--- src/rtl/tape_ram_writer_if.sv ---
// rtl/tape_ram_writer_if.sv - loader write stream and RAM write port bundle for tape_ram_writer
interface tape_ram_writer_if #(
    parameter int AW = 16
);
    logic          tape_wr;
    logic [AW-1:0] tape_addr;
    logic [7:0]    tape_dout;
    logic          cpu_busy;
    logic          ram_we;
    logic [AW-1:0] ram_addr;
    logic [7:0]    ram_din;

    modport master (
        output tape_wr, tape_addr, tape_dout, cpu_busy,
        input  ram_we, ram_addr, ram_din
    );

    modport slave (
        input  tape_wr, tape_addr, tape_dout, cpu_busy,
        output ram_we, ram_addr, ram_din
    );
endinterface

--- src/rtl/tape_ram_writer.sv ---
// rtl/tape_ram_writer.sv - buffers tape loader bytes in a FIFO and commits them to RAM when the CPU is idle
// Optional running checksum/count of committed bytes: define TAPE_WRITE_CHECKSUM_EN.
module tape_ram_writer #(
    parameter int DEPTH = 8,
    parameter int AW    = 16
) (
    input  logic                clk,
    input  logic                reset_n,
    tape_ram_writer_if.slave    bus,
    output logic                ioctl_wait,
    output logic                busy,
    output logic                overflow,
    output logic [7:0]          wr_sum,
    output logic [15:0]         wr_count
);
    localparam int IW = $clog2(DEPTH);
    localparam int PW = IW + 1;
    localparam logic [PW-1:0] DEPTH_C = PW'(DEPTH);
    localparam logic [PW-1:0] WAIT_HI = PW'(DEPTH - 2);
    localparam logic [PW-1:0] WAIT_LO = PW'(DEPTH - 4);

    logic [AW-1:0] mem_addr [DEPTH];
    logic [7:0]    mem_data [DEPTH];

    logic [PW-1:0] wr_ptr_q, wr_ptr_d;
    logic [PW-1:0] rd_ptr_q, rd_ptr_d;
    logic [PW-1:0] count_q, count_d;
    logic [AW-1:0] last_addr_q, last_addr_d;
    logic          prev_wr_q, prev_wr_d;
    logic          ram_we_q, ram_we_d;
    logic [AW-1:0] ram_addr_q, ram_addr_d;
    logic [7:0]    ram_din_q, ram_din_d;
    logic          ioctl_wait_q, ioctl_wait_d;
    logic          overflow_q, overflow_d;

    logic push, pop, full, do_write;

    always_comb begin
        push     = bus.tape_wr && (!prev_wr_q || (bus.tape_addr != last_addr_q));
        pop      = (count_q != '0) && !bus.cpu_busy;
        full     = (count_q == DEPTH_C);
        // Popping frees the head slot this cycle, so a full FIFO can still take a byte.
        do_write = push && (!full || pop);

        wr_ptr_d     = wr_ptr_q;
        rd_ptr_d     = rd_ptr_q;
        count_d      = count_q;
        last_addr_d  = last_addr_q;
        prev_wr_d    = bus.tape_wr;
        ram_we_d     = pop;
        ram_addr_d   = ram_addr_q;
        ram_din_d    = ram_din_q;
        ioctl_wait_d = ioctl_wait_q;
        overflow_d   = overflow_q;

        if (push) begin
            last_addr_d = bus.tape_addr;
        end
        if (do_write) begin
            wr_ptr_d = wr_ptr_q + 1'b1;
        end
        if (pop) begin
            rd_ptr_d   = rd_ptr_q + 1'b1;
            ram_addr_d = mem_addr[rd_ptr_q[IW-1:0]];
            ram_din_d  = mem_data[rd_ptr_q[IW-1:0]];
        end
        case ({do_write, pop})
            2'b10:   count_d = count_q + 1'b1;
            2'b01:   count_d = count_q - 1'b1;
            default: count_d = count_q;
        endcase
        if (push && full && !pop) begin
            overflow_d = 1'b1;
        end
        // Hysteresis keeps the HPS throttle from chattering around a single threshold.
        if (count_q >= WAIT_HI) begin
            ioctl_wait_d = 1'b1;
        end else if (count_q <= WAIT_LO) begin
            ioctl_wait_d = 1'b0;
        end
    end

    always_ff @(posedge clk) begin
        if (do_write) begin
            mem_addr[wr_ptr_q[IW-1:0]] <= bus.tape_addr;
            mem_data[wr_ptr_q[IW-1:0]] <= bus.tape_dout;
        end
    end

    always_ff @(posedge clk or negedge reset_n) begin
        if (!reset_n) begin
            wr_ptr_q     <= '0;
            rd_ptr_q     <= '0;
            count_q      <= '0;
            last_addr_q  <= '0;
            prev_wr_q    <= 1'b0;
            ram_we_q     <= 1'b0;
            ram_addr_q   <= '0;
            ram_din_q    <= '0;
            ioctl_wait_q <= 1'b0;
            overflow_q   <= 1'b0;
        end else begin
            wr_ptr_q     <= wr_ptr_d;
            rd_ptr_q     <= rd_ptr_d;
            count_q      <= count_d;
            last_addr_q  <= last_addr_d;
            prev_wr_q    <= prev_wr_d;
            ram_we_q     <= ram_we_d;
            ram_addr_q   <= ram_addr_d;
            ram_din_q    <= ram_din_d;
            ioctl_wait_q <= ioctl_wait_d;
            overflow_q   <= overflow_d;
        end
    end

    assign bus.ram_we   = ram_we_q;
    assign bus.ram_addr = ram_addr_q;
    assign bus.ram_din  = ram_din_q;
    assign ioctl_wait   = ioctl_wait_q;
    assign overflow     = overflow_q;
    assign busy         = (count_q != '0) | ram_we_q;

`ifdef TAPE_WRITE_CHECKSUM_EN
    logic [7:0]  wr_sum_q, wr_sum_d;
    logic [15:0] wr_count_q, wr_count_d;
    logic        new_file;

    always_comb begin
        // A rising tape_wr marks the start of a new file and wins over a same-cycle commit.
        new_file   = bus.tape_wr && !prev_wr_q;
        wr_sum_d   = wr_sum_q;
        wr_count_d = wr_count_q;
        if (new_file) begin
            wr_sum_d   = '0;
            wr_count_d = '0;
        end else if (ram_we_q) begin
            wr_sum_d = wr_sum_q + ram_din_q;
            if (wr_count_q != 16'hFFFF) begin
                wr_count_d = wr_count_q + 16'd1;
            end
        end
    end

    always_ff @(posedge clk or negedge reset_n) begin
        if (!reset_n) begin
            wr_sum_q   <= '0;
            wr_count_q <= '0;
        end else begin
            wr_sum_q   <= wr_sum_d;
            wr_count_q <= wr_count_d;
        end
    end

    assign wr_sum   = wr_sum_q;
    assign wr_count = wr_count_q;
`else
    assign wr_sum   = '0;
    assign wr_count = '0;
`endif
endmodule

--- src/flat_wrapper.sv ---
// flat-port wrapper written by rule: the top's interface ports become plain ports
module tape_ram_writer_flat 
#(
    parameter int DEPTH = 8,
    parameter int AW    = 16
)
  (clk, reset_n, ioctl_wait, busy, overflow, wr_sum, wr_count, bus_tape_wr, bus_tape_addr, bus_tape_dout, bus_cpu_busy, bus_ram_we, bus_ram_addr, bus_ram_din);
  tape_ram_writer_if #(.AW(AW)) bus_i ();
  input  logic clk;
  input  logic reset_n;
  output logic ioctl_wait;
  output logic busy;
  output logic overflow;
  output logic [7:0] wr_sum;
  output logic [15:0] wr_count;
  input wire logic [$bits(bus_i.tape_wr)-1:0] bus_tape_wr;
  input wire logic [$bits(bus_i.tape_addr)-1:0] bus_tape_addr;
  input wire logic [$bits(bus_i.tape_dout)-1:0] bus_tape_dout;
  input wire logic [$bits(bus_i.cpu_busy)-1:0] bus_cpu_busy;
  output wire logic [$bits(bus_i.ram_we)-1:0] bus_ram_we;
  output wire logic [$bits(bus_i.ram_addr)-1:0] bus_ram_addr;
  output wire logic [$bits(bus_i.ram_din)-1:0] bus_ram_din;
  assign bus_i.tape_wr = bus_tape_wr;
  assign bus_i.tape_addr = bus_tape_addr;
  assign bus_i.tape_dout = bus_tape_dout;
  assign bus_i.cpu_busy = bus_cpu_busy;
  assign bus_ram_we = bus_i.ram_we;
  assign bus_ram_addr = bus_i.ram_addr;
  assign bus_ram_din = bus_i.ram_din;
  tape_ram_writer #(.DEPTH(DEPTH), .AW(AW)) u_core (.clk(clk), .reset_n(reset_n), .bus(bus_i), .ioctl_wait(ioctl_wait), .busy(busy), .overflow(overflow), .wr_sum(wr_sum), .wr_count(wr_count));
endmodule
--- config.mk ---
export PLATFORM = sky130hd
export DESIGN_NAME = tape_ram_writer_flat
export DESIGN_NICKNAME = d
export VERILOG_FILES = /design/src/rtl/tape_ram_writer_if.sv /design/src/rtl/tape_ram_writer.sv /design/src/flat_wrapper.sv
export SDC_FILE = /design/constraint.sdc
export NUM_CORES = 1
export LEC_CHECK = 0
export ABC_CLOCK_PERIOD_IN_PS = 5100
export CAP_MARGIN = 20
export CORE_UTILIZATION = 58
export CTS_CLUSTER_SIZE = 40
export DETAILED_ROUTE_END_ITERATION = 10
export HOLD_SLACK_MARGIN = 0.08
export PLACE_DENSITY = 0.91
export SYNTH_ARGS = -nofsm -noshare
export SYNTH_HDL_FRONTEND = slang
export SYNTH_SLANG_ARGS = --single-unit
--- constraint.sdc ---
create_clock -name clk -period 5.1 [get_ports clk]
set_clock_uncertainty 0.05 [all_clocks]
set_input_delay 1.275 -clock clk [delete_from_list [all_inputs] [get_ports clk]]
set_output_delay 1.275 -clock clk [all_outputs]
set_load 0.05 [all_outputs]
### Word-level counts from Yosys, hierarchy flattened

Memories as Yosys holds them, arrays and structs flattened. A register that Yosys moved wholly into a read port is not among the register bits.
Cells that the tools add are included.

* flip-flop bits (word level): 32
* RAM bits: 192
* input bits: 28
* output and inout bits: 52
* logic and storage cells: 42
* memories: 2

Memories
* u_core.mem_addr: words 8, width 16, read ports 1, clocked after Yosys merged registers in 1, wr ports 1, line tape_ram_writer.sv:22 `logic [AW-1:0] mem_addr [DEPTH];`
* u_core.mem_data: words 8, width 8, read ports 1, clocked after Yosys merged registers in 1, wr ports 1, line tape_ram_writer.sv:23 `logic [7:0] mem_data [DEPTH];`

* add/subtract/negate cells: 4
* $lt $le $gt $ge: 2
* eq/ne operators: 4
* multiplexer cells: 5
* bitwise operators: 1
* reductions and logical operators: 16

Operators by type and width (number)
* $ne 16x16->1: 1
* $add 4x1->4 const B: 3
* $pmux 4 s2: 1
* $logic_not 1->1: 6
* $logic_and 1x1->1: 5
* $eq 4x4->1 const B: 1
* $ge 4x3->1 const B: 1
* $le 4x3->1 const B: 1
* $mux 1: 4
* $reduce_bool 2->1: 2
* $reduce_bool 4->1: 1
* $sub 4x1->4 const B: 1
* $eq 2x1->1 const B: 1
* $eq 2x2->1 const B: 1
* $logic_or 1x1->1: 2
* $or 1x1->1: 1

### Depth between registers and ports, before layout

Gate-level depths: netlist of run 1.

* depth in word-level cells: 6
* mapped depth: 13
* depth with buffers taken out: 12

### Worst setup path after synthesis of run 1

OpenSTA, ideal clock, no wires.

* path type: input to register
* from: input port bus_tape_wr
* to: memory u_core.mem_addr[4][0] (enable)
* setup time: 475 ps
* arrival: 4654 ps
* data required time: 4575 ps
* slack: -78 ps
* cell stages on the path: 5
* cell sequence: clkbuf_1 o21ai_2 nand2b_1 buf_4 nor4b_1

* cells in the longest elaborated chain, start to end: 4

Ends and longest elaborated chain
* start: declaration: line flat_wrapper.sv:16 `input wire logic [$bits(bus_i.tape_wr)-1:0] bus_tape_wr;`
* $logic_and 1x1->1: line tape_ram_writer.sv:39 `push = bus.tape_wr && (!prev_wr_q || (bus.tape_addr != last_addr_q));`
* $logic_and 1x1->1: line tape_ram_writer.sv:43 `do_write = push && (!full || pop);`
* $mux 1: line tape_ram_writer.sv:84 `if (do_write) begin`
* $mux 1 (implied by the code): line tape_ram_writer.sv:85 `mem_addr[wr_ptr_q[IW-1:0]] <= bus.tape_addr;`
* end: declaration: line tape_ram_writer.sv:22

Every way passes these cells.

### Worst setup path after layout of run 1

* from: input port bus_tape_addr[3]
* to: memory u_core.mem_data[5][7] (enable)

* cells in the longest elaborated chain, start to end: 6

Ends and longest elaborated chain
* start: declaration: line flat_wrapper.sv:17 `input wire logic [$bits(bus_i.tape_addr)-1:0] bus_tape_addr;`
* $ne 16x16->1: line tape_ram_writer.sv:39
* $logic_or 1x1->1: line tape_ram_writer.sv:39
* $logic_and 1x1->1: line tape_ram_writer.sv:39
* $logic_and 1x1->1: line tape_ram_writer.sv:43
* $mux 1: line tape_ram_writer.sv:84
* $mux 1 (implied by the code): line tape_ram_writer.sv:86 `mem_data[wr_ptr_q[IW-1:0]] <= bus.tape_dout;`
* end: declaration: line tape_ram_writer.sv:23

Every way passes these cells.

==> results.md, run 1 <==
- Run status: completed
- FFs w/ async S/R, synth: ~22%
- Slew Limit Headroom: between 30 and 40%
- Layout Utilization: about 71%
- PostCTS Resize Cnt: 0
- Die footprint: ~17000 um2
- Post-route ant nets: 0
- Antenna violations before repair: 0
- Worst-Margin Slew: 1.03 ns
- WHS: 0.429 ns
- Maximum operating frequency: 0.236 GHz
- Post-Syn Instances: around 510
- Warnings, synthesis: 0
- P per Cell Area: 587 nW/um2
- Post-synth EDFFs: between 150 and 200
- Cell Rows: 46
- Max cap viols: 0
- # Post-CTS Setup Buffers: 0
- Req. time, crit path: around 5.2 ns
- Port Buffers: 55
- Synth area leaders: edfxtp_1, dfrtp_1, mux4_2
- Cell area after synthesis: between 9000 and 10000 um2
- Post-route cell area: 11400 um2
- Gpl congestion: 0.774
- Hold crit path type: flip-flop to flip-flop
- WS Path Type: primary input to flip-flop
- Vias: approximately 4900
- Placed Area: 10500 um2
- Top_reg_cell synth: edfxtp_1
- Core area: 16100 um2
- Fillcell total: between 900 and 1000
- Synth Area per Inst: between 15 and 20 um2
- Total global-route track usage: ~23%
- Place WS: between 0.3 and 0.4 ns
- Clock Path Buffers: 3
- Critical Path Start Type: primary input
- First DRT Iteration DRCs: 439
- Die width: approximately 130 um
- Starting Density: 60.4%
- Seq/Total Area, Yosys: 73.1%
- Leak: 4.03 nW
- Critical path capture point type: flip-flop
- WL per Instance: about 23 um
- Endpoints failing setup: 0
- Clock Latency Late Sink: approximately 0.52 ns
- Distinct cell type count after synthesis: 39
- Clock sinks: 246
- Worst setup margin: around 0.86 ns
- CTS tree: done
- H-Tree Depth: 1
- First-pass iteration count of the detailed router: 4
- Clock transition at path regs: 0.06 ns
- Largest net degree at the start of global routing: 55
- Worst-path maximum fanout: 18
- Vias/cell: ~6
- Arrival time worst endpoint: around 4.4 ns
- Fin. max-slew vios: 0
- Vias in the first global route: roughly 5100
- Unrepaired setup endpoints after global routing: no
- Ant diodes: 0
- WL final: 19.2 mm
- Fraction of layout cells with a size suffix above 1: between 20% and 30%
- Global-route wire length before repair: between 20 and 30 mm
- Synth top area share: between 50 and 60%
- I/O pin count: 80
- Hpwl dp: between 10 and 15 mm
- Final hold vios: 0
- Area Overhead vs Synth: 17.0%
- Number of buffers created by CTS: 24
- Tmin final: around 4.2 ns
- Top cells by count, synth: edfxtp_1, dfrtp_1, mux4_2
- Area leader, netlist: edfxtp_1
- DRC viols: 0
- Final Net Count: approximately 620
- Register bit total from synthesis: 246
- Most common cell in the synthesized netlist: edfxtp_1
- CTS Root Cell: clkbuf_16
- Period utilization: between 80% and 90%
- Worst ir drop on vdd: a little under 400 uV
- Cts-stage hold buffer count: 0
- Die Height: 132 um
- GRT overflow: 0
-- flip-flops by register name, indices dropped and copies added (netlist names) --
signal,flops
u_core.mem_addr,128
u_core.mem_data,64
u_core.bus.ram_addr,16
u_core.last_addr_q,16
u_core.bus.ram_din,8
u_core.count_q,4
u_core.rd_ptr_q,3
u_core.wr_ptr_q,3
u_core.bus.ram_we,1
u_core.ioctl_wait,1
u_core.overflow,1
u_core.prev_wr_q,1
-- report_power, final --
part	total [W]	switching [W]	internal, W
Clock	0.00186	0.000713	0.00114
Sequential	0.00283	0.000267	0.00256
Combinational	0.00200	0.00116	0.000841
Total	0.00669	0.00214	0.00455
-- cells by family after synthesis --
kind of cell               share of synthesized area (%)
xor gates and xnor gates                            1.98
buffers and inverters                               3.32
other                                             0.0385
muxes                                               15.9
AOI/OAI and AO/OA                                   1.94
DFF                                                 73.1
and+or+nand+nor                                     3.01
adders and majority gates                          0.720
-- metal layers --
layer / GRT usage, % / vias up / wire [um]
met1: 30.3 / 2546 / 7480
li1: - / 2096 / -
met2: 38.8 / 232 / 9830
met3: 3.32 / 49 / 1240
met5: 0 / - / 0
met4: 9.30 / 0 / 632
-- worst max-delay path: stages --
cell	delay, ns
clkdlybuf4s50_1	0.78
xor2_1	0.24
nor4_2	0.09
nand3_1	0.10
o21ai_2	0.06
nand2b_1	0.39
nor4b_2	0.96
buf_4	0.46
-- layout make-up --
cell class | instances | area (um2) | share of cell area [%]
Sequential cell | 246 | 7120 | 62.5
Multi-Input combinational cell | 236 | 2430 | 21.3
Timing Repair Buffer | 74 | 701 | 6.15
Clock buffer | 34 | 689 | 6.05
Tap cell | 216 | 270 | 2.37
Clock inverter | 10 | 154 | 1.35
Inverter | 6 | 27.5 | 0.242
-- through the flow --
step / cells / total power (W) / TNS [ns]
6_report: 822 / 0.00669 / 0
5_1_grt: 822 / 0.00694 / 0
4_1_cts: 821 / 0.00671 / 0
3_5_place_dp: 777 / 0.00483 / 0
3_3_place_gp: 777 / 0.00474 / 0
2_1_floorplan: 536 / 0.00422 / -3.76
-- cell usage in the layout, fill, tap and decap left out, drive strengths merged, types with 7 or more instances in the layout --
cell type,synthesis,final
nor4,8,8
mux4,48,48
xor2,16,16
o21ai,27,27
clkinv,1,7
clkdlybuf4s50,0,54
dfrtp,54,54
clkbuf,11,34
mux2,19,19
mux2i,25,25
edfxtp,192,192
buf,37,20
conb,1,24
nand2,34,34
-- path summary, 6_finish.rpt --
kind,cells after the start,to,startpoint,slack [ns]
max,8,u_core.mem_data[5][7],bus_tape_addr[3],0.86
min,2,u_core.bus.ram_din[2],u_core.bus.ram_din[2],0.43
max reg2reg,7,u_core.mem_data[5][7],u_core.last_addr_q[0],1.96
min reg2reg,2,u_core.bus.ram_din[2],u_core.bus.ram_din[2],0.43
max in group asynchronous,2,u_core.rd_ptr_q[0],reset_n,3.59
min in group asynchronous,2,u_core.last_addr_q[5],reset_n,0.86
Power figures use the tool's default switching activity.
==> run 2, diff against run 1 <==
Settings changed: ABC_CLOCK_PERIOD_IN_PS 5100 to 3660, CORE_UTILIZATION 58 to 52, PLACE_DENSITY 0.91 to 0.86.
Clock period 5.1 ns to 3.66 ns, I/O delays scaled along.
==> results.md, run 2 (synthesis gave the netlist of run 1 again) <==
- Slew Limit Headroom: 41.9%
- Starting Density: between 50% and 60%
- Vias: approximately 5000
- I/O pin count: 80
- CP max stage cell: clkdlybuf4s50_1
- Placed cell count: around 800
- Clock sinks: between 200 and 250
- Leak: between 4 and 5 nW
- Unrepaired setup endpoints after global routing: no
- Antenna violations before repair: 0
- Clock transition at path regs: approximately 0.06 ns
- WHS: between 0.2 and 0.25 ns
- Core area: 18100 um2
- FF-to-FF End: u_core.count_q[3]
- Area Overhead vs Synth: 20.6%
- Clock Path Buffers: 3
- Cell Rows: 49
- WL final: around 20 mm
- Critical Path Start Type: flip-flop
- Number of buffers created by CTS: 24
- PostCTS Resize Cnt: 0
- P per Cell Area: 801 nW/um2
- Maximum operating frequency: around 0.31 GHz
- Max cap viols: 0
- First DRT Iteration DRCs: around 420
- GRT overflow: 0
- Period utilization: 88.2%
- First-pass iteration count of the detailed router: 8
- H-Tree Depth: 1
- Critical path capture point type: output port
- Final cell count without fillers: 864
- Worst R2R Start: u_core.count_q[3]
- Reg-to-reg slack, setup: 0.91 ns
- Commonest non-fill, non-tap cell in the layout: edfxtp_1
- Failing checks: DRC
- Worst Reg-to-Reg Cells: 12
- Worst ir drop on vdd: ~450 uV
- Die width: roughly 140 um
- Endpoints failing setup: 0
- Gpl congestion: 0.831
- WS Path Type: flip-flop to output port
- CTS Root Cell: clkbuf_16
- Die footprint: 19300 um2
- Ant diodes: 0
- Power Total: 0.00940 W
- Place WS: -0.0643 ns
- Cts-stage hold buffer count: 0
- Fin. max-slew vios: 0
- Final hold vios: 0
- Tmin final: between 3 and 4 ns
- Port Buffers: 55
- Vias/cell: about 5.8
- Req. time, crit path: roughly 2.7 ns
- Post-route ant nets: 0
- Run status: finished with violations
- Max FFs per register: 128
- Worst-path maximum fanout: 7
- Fraction of layout cells with a size suffix above 1: between 20% and 30%
- Global-route wire length before repair: ~30 mm
- Worst-Margin Slew: about 0.87 ns
- CP cell instances: nor4_1, or2b_1, clkdlybuf4s50_1
- Commonest non-fill, non-tap cells in the layout: edfxtp_1, clkdlybuf4s50_1, dfrtp_1, mux4_2, buf_4
- Clock Latency Late Sink: 0.51 ns
- Hold crit path type: primary input to async pin
- Worst setup margin: around 0.43 ns
- WL per Instance: ~23 um
- CTS tree: done
- Arrival time worst endpoint: 2.26 ns
- Die Height: approximately 140 um
- # Post-CTS Setup Buffers: 0
- Largest net degree at the start of global routing: 51
- DRC viols: 10
- Final Net Count: 650
- Hpwl dp: between 10 and 15 mm
- Total global-route track usage: 21.3%
- Worst path max stage delay: around 0.70 ns
- Vias in the first global route: between 5000 and 6000
-- run 2: changes by cell type in the layout (fill, tap and decap cells not counted), moves of 2 or more --
cell / delta
clkinv_4: -2
clkbuf_1: -2
clkinv_2: +2
clkinv_1: +3
buf_4: +18
clkbuf_8: -2
buf_12: +11
-- run 2: how the worst max path moves through the flow --
stage	start	slack (ns)	depth (start not counted)	end
after floorplan	bus_tape_wr	-1.16	5	u_core.mem_addr[4][0]
after global placement	bus_tape_addr[4]	-0.03	8	u_core.mem_addr[6][13]
after detailed placement	bus_tape_addr[4]	-0.06	8	u_core.mem_addr[6][13]
after CTS	bus_tape_addr[6]	0.44	9	u_core.mem_addr[6][11]
after global routing	bus_tape_addr[6]	0.33	9	u_core.mem_addr[3][11]
final	u_core.count_q[3]	0.43	3	busy
-- run 2: area by class of cell --
cell class | count | area (um2)
Clock buffer | 30 | 654
Clock inverter | 14 | 165
Fill cell | 1177 | 6410
Inverter | 6 | 27.5
Multi-Input combinational cell | 236 | 2430
Sequential cell | 246 | 7120
Tap cell | 229 | 287
Timing Repair Buffer | 103 | 1060
-- run 2: report_power, final --
group / internal (W) / switching, W / total [W]
Combinational: 0.00129 / 0.00165 / 0.00294
Sequential: 0.00357 / 0.000348 / 0.00392
Clock: 0.00154 / 0.00100 / 0.00255
Total: 0.00640 / 0.00300 / 0.00940
-- run 2: worst max-delay path, delay by kind of cell, from the launching register on --
kind,cells,cell delay (ns)
DFF,1,0.46
and+or+nand+nor,2,0.59
buffers and inverters,1,0.70
-- run 2: stage by stage --
stage | utilization, % | instance area (um2) | setup TNS, ns
floorplan | - | 9820 | -156.33
global placement | 59.9 | 10900 | -0.206
detailed placement | 59.9 | 10900 | -0.461
CTS | 64.5 | 11700 | 0
global route | 64.7 | 11700 | 0
finish | 64.7 | 11700 | 0
-- run 2: per-layer routing --
| metal | up-vias | track usage, % | part of all wire [%] |
|---|---|---|---|
| met2 | 208 | 38.0 | 54 |
| met5 | - | 0 | 0 |
| li1 | 2162 | - | - |
| met1 | 2571 | 26.8 | 38 |
| met4 | 0 | 7.25 | 2.3 |
| met3 | 39 | 3.00 | 5.3 |
==> run 3, diff against run 2 <==
Settings changed: CAP_MARGIN 20 to 15, CORE_ASPECT_RATIO from default to 0.9, CORE_UTILIZATION 52 to 54, CTS_BUF_LIST from default to sky130_fd_sc_hd__clkbuf_8, PLACE_DENSITY 0.86 to 0.89.
==> results.md, run 3 (synthesis gave the netlist of run 1 again) <==
- Run status: completed
- Global-route wire length before repair: between 20 and 30 mm
- Layout Utilization: approximately two thirds
- Vias in the first global route: roughly 5200
- Placed cell count: between 800 and 900
- Port Buffers: 55
- Ant diodes: 0
- Clock Path Buffers: 3
- Antenna violations before repair: 0
- Commonest non-fill, non-tap cells in the layout: edfxtp_1, clkdlybuf4s50_1, dfrtp_1, mux4_2, clkbuf_8
- Place WS: -0.296 ns
- Hold Crit Start: u_core.bus.ram_addr[8]
- Post-route ant nets: 0
- WL per Instance: between 20 and 25 um
- Hold crit path type: flip-flop to flip-flop
- Max FFs per register: 128
- Arrival time worst endpoint: approximately 3.8 ns
- Slew Limit Headroom: 22.0%
- First DRT Iteration DRCs: 300
- Total global-route track usage: between 20% and 30%
- Vias: 4969
- Commonest non-fill, non-tap cell in the layout: edfxtp_1
- Final cell count without fillers: between 800 and 900
- Final hold vios: 0
- Worst Setup SP: bus_tape_addr[6]
- Critical Path Start Type: primary input
- Req. time, crit path: 4.05 ns
- GRT overflow: 0
- Core area: between 15000 and 20000 um2
- Setup TNS: 0 ns
- Number of buffers created by CTS: 38
- DRC viols: 0
- P per Cell Area: about 770 nW/um2
- Worst-path maximum fanout: 10
- Fraction of layout cells with a size suffix above 1: 25.5%
- Final Net Count: 657
- Starting Density: 55.3%
- WHS: 0.423 ns
- Die Height: roughly 130 um
- Area Overhead vs Synth: 18.5%
- WS Path Type: primary input to flip-flop
- First-pass iteration count of the detailed router: 5
- WL final: between 15 and 20 mm
- Clock transition at path regs: about 0.06 ns
- Worst R2R Start: u_core.count_q[3]
- Clock sinks: between 200 and 250
- I/O pin count: 80
- Max cap viols: 0
- Leak: about 4.1 nW
- Worst-Margin Slew: about 1.2 ns
- CTS Root Cell: clkbuf_8
- Endpoints failing setup: 0
- Cts-stage hold buffer count: 0
- Die width: around 140 um
- Worst ir drop on vdd: 428 uV
- Maximum operating frequency: 0.290 GHz
- # Post-CTS Setup Buffers: 0
- Fin. max-slew vios: 0
- Period utilization: a little over nine tenths
- Tmin final: approximately 3.4 ns
- Critical path capture point type: flip-flop
- Gpl congestion: 0.780
- Cell Rows: 46
- CTS tree: done
- Unrepaired setup endpoints after global routing: no
- Die footprint: around 19000 um2
- Largest net degree at the start of global routing: 51
- PostCTS Resize Cnt: 0
- Vias/cell: between 5 and 6
- Worst setup margin: about 0.21 ns
- Clock Latency Late Sink: roughly 0.53 ns
- Hpwl dp: approximately 12 mm
- H-Tree Depth: 2
-- run 3: cell count changes in the layout (fill, tap and decap cells not counted) --
cell / change
buf_12: -4
bufinv_16: -3
inv_1: +11
clkbuf_8: +40
buf_4: -3
clkbuf_16: -25
clkbuf_1: -4
clkinv_2: +2
clkinvlp_4: +1
clkinv_1: +2
-- run 3: routing by layer --
metal	part of all wire (%)	GRT usage, %	up-vias
li1	-	-	2176
met1	40	27.1	2551
met2	51	37.6	206
met3	6.5	4.47	36
met4	2.3	8.64	0
met5	0	0	-
-- run 3: area by class of cell --
type                    count  area [um2]
flip-flops and latches    246        7120
fillers                  1136        6080
multi-input cells         236        2430
repair buffers             96         953
clock buffers              41         564
well taps                 240         300
clock inverters            27         141
inverters                   6        27.5
-- run 3: path summary, 6_finish.rpt --
path                                           to  slack (ns)  cells past startpoint
setup reg to reg                u_core.count_q[3]        0.86                     11
max in group asynchronous   u_core.last_addr_q[5]        2.30                      2
setup / recovery                u_core.count_q[3]        0.21                     11
hold reg to reg            u_core.bus.ram_addr[8]        0.42                      2
hold / removal             u_core.bus.ram_addr[8]        0.42                      2
min in group asynchronous   u_core.bus.ram_din[4]        0.43                      1
-- run 3: power by group --
group	total (W)	switching, W	internal [W]
registers	0.00393	0.000361	0.00357
logic	0.00283	0.00158	0.00124
clock network	0.00214	0.00103	0.00111
total	0.00889	0.00297	0.00592
-- run 3: metrics by stage --
| step | area [um2] | power (W) |
|---|---|---|
| floorplan | 9820 | 0.00589 |
| global placement | 10800 | 0.00670 |
| detailed placement | 10800 | 0.00683 |
| CTS | 11500 | 0.00897 |
| global route | 11500 | 0.00928 |
| finish | 11500 | 0.00889 |
-- run 3: worst max-delay path, cell delays in order --
cell	delay, ns
clkdlybuf4s50_1	0.62
xor2_1	0.24
nor4_1	0.39
nand3_1	0.18
o21ba_2	0.25
inv_1	0.08
ha_1	0.23
a21o_1	0.17
a21oi_1	0.27
or3b_1	0.39
o2111ai_1	0.11
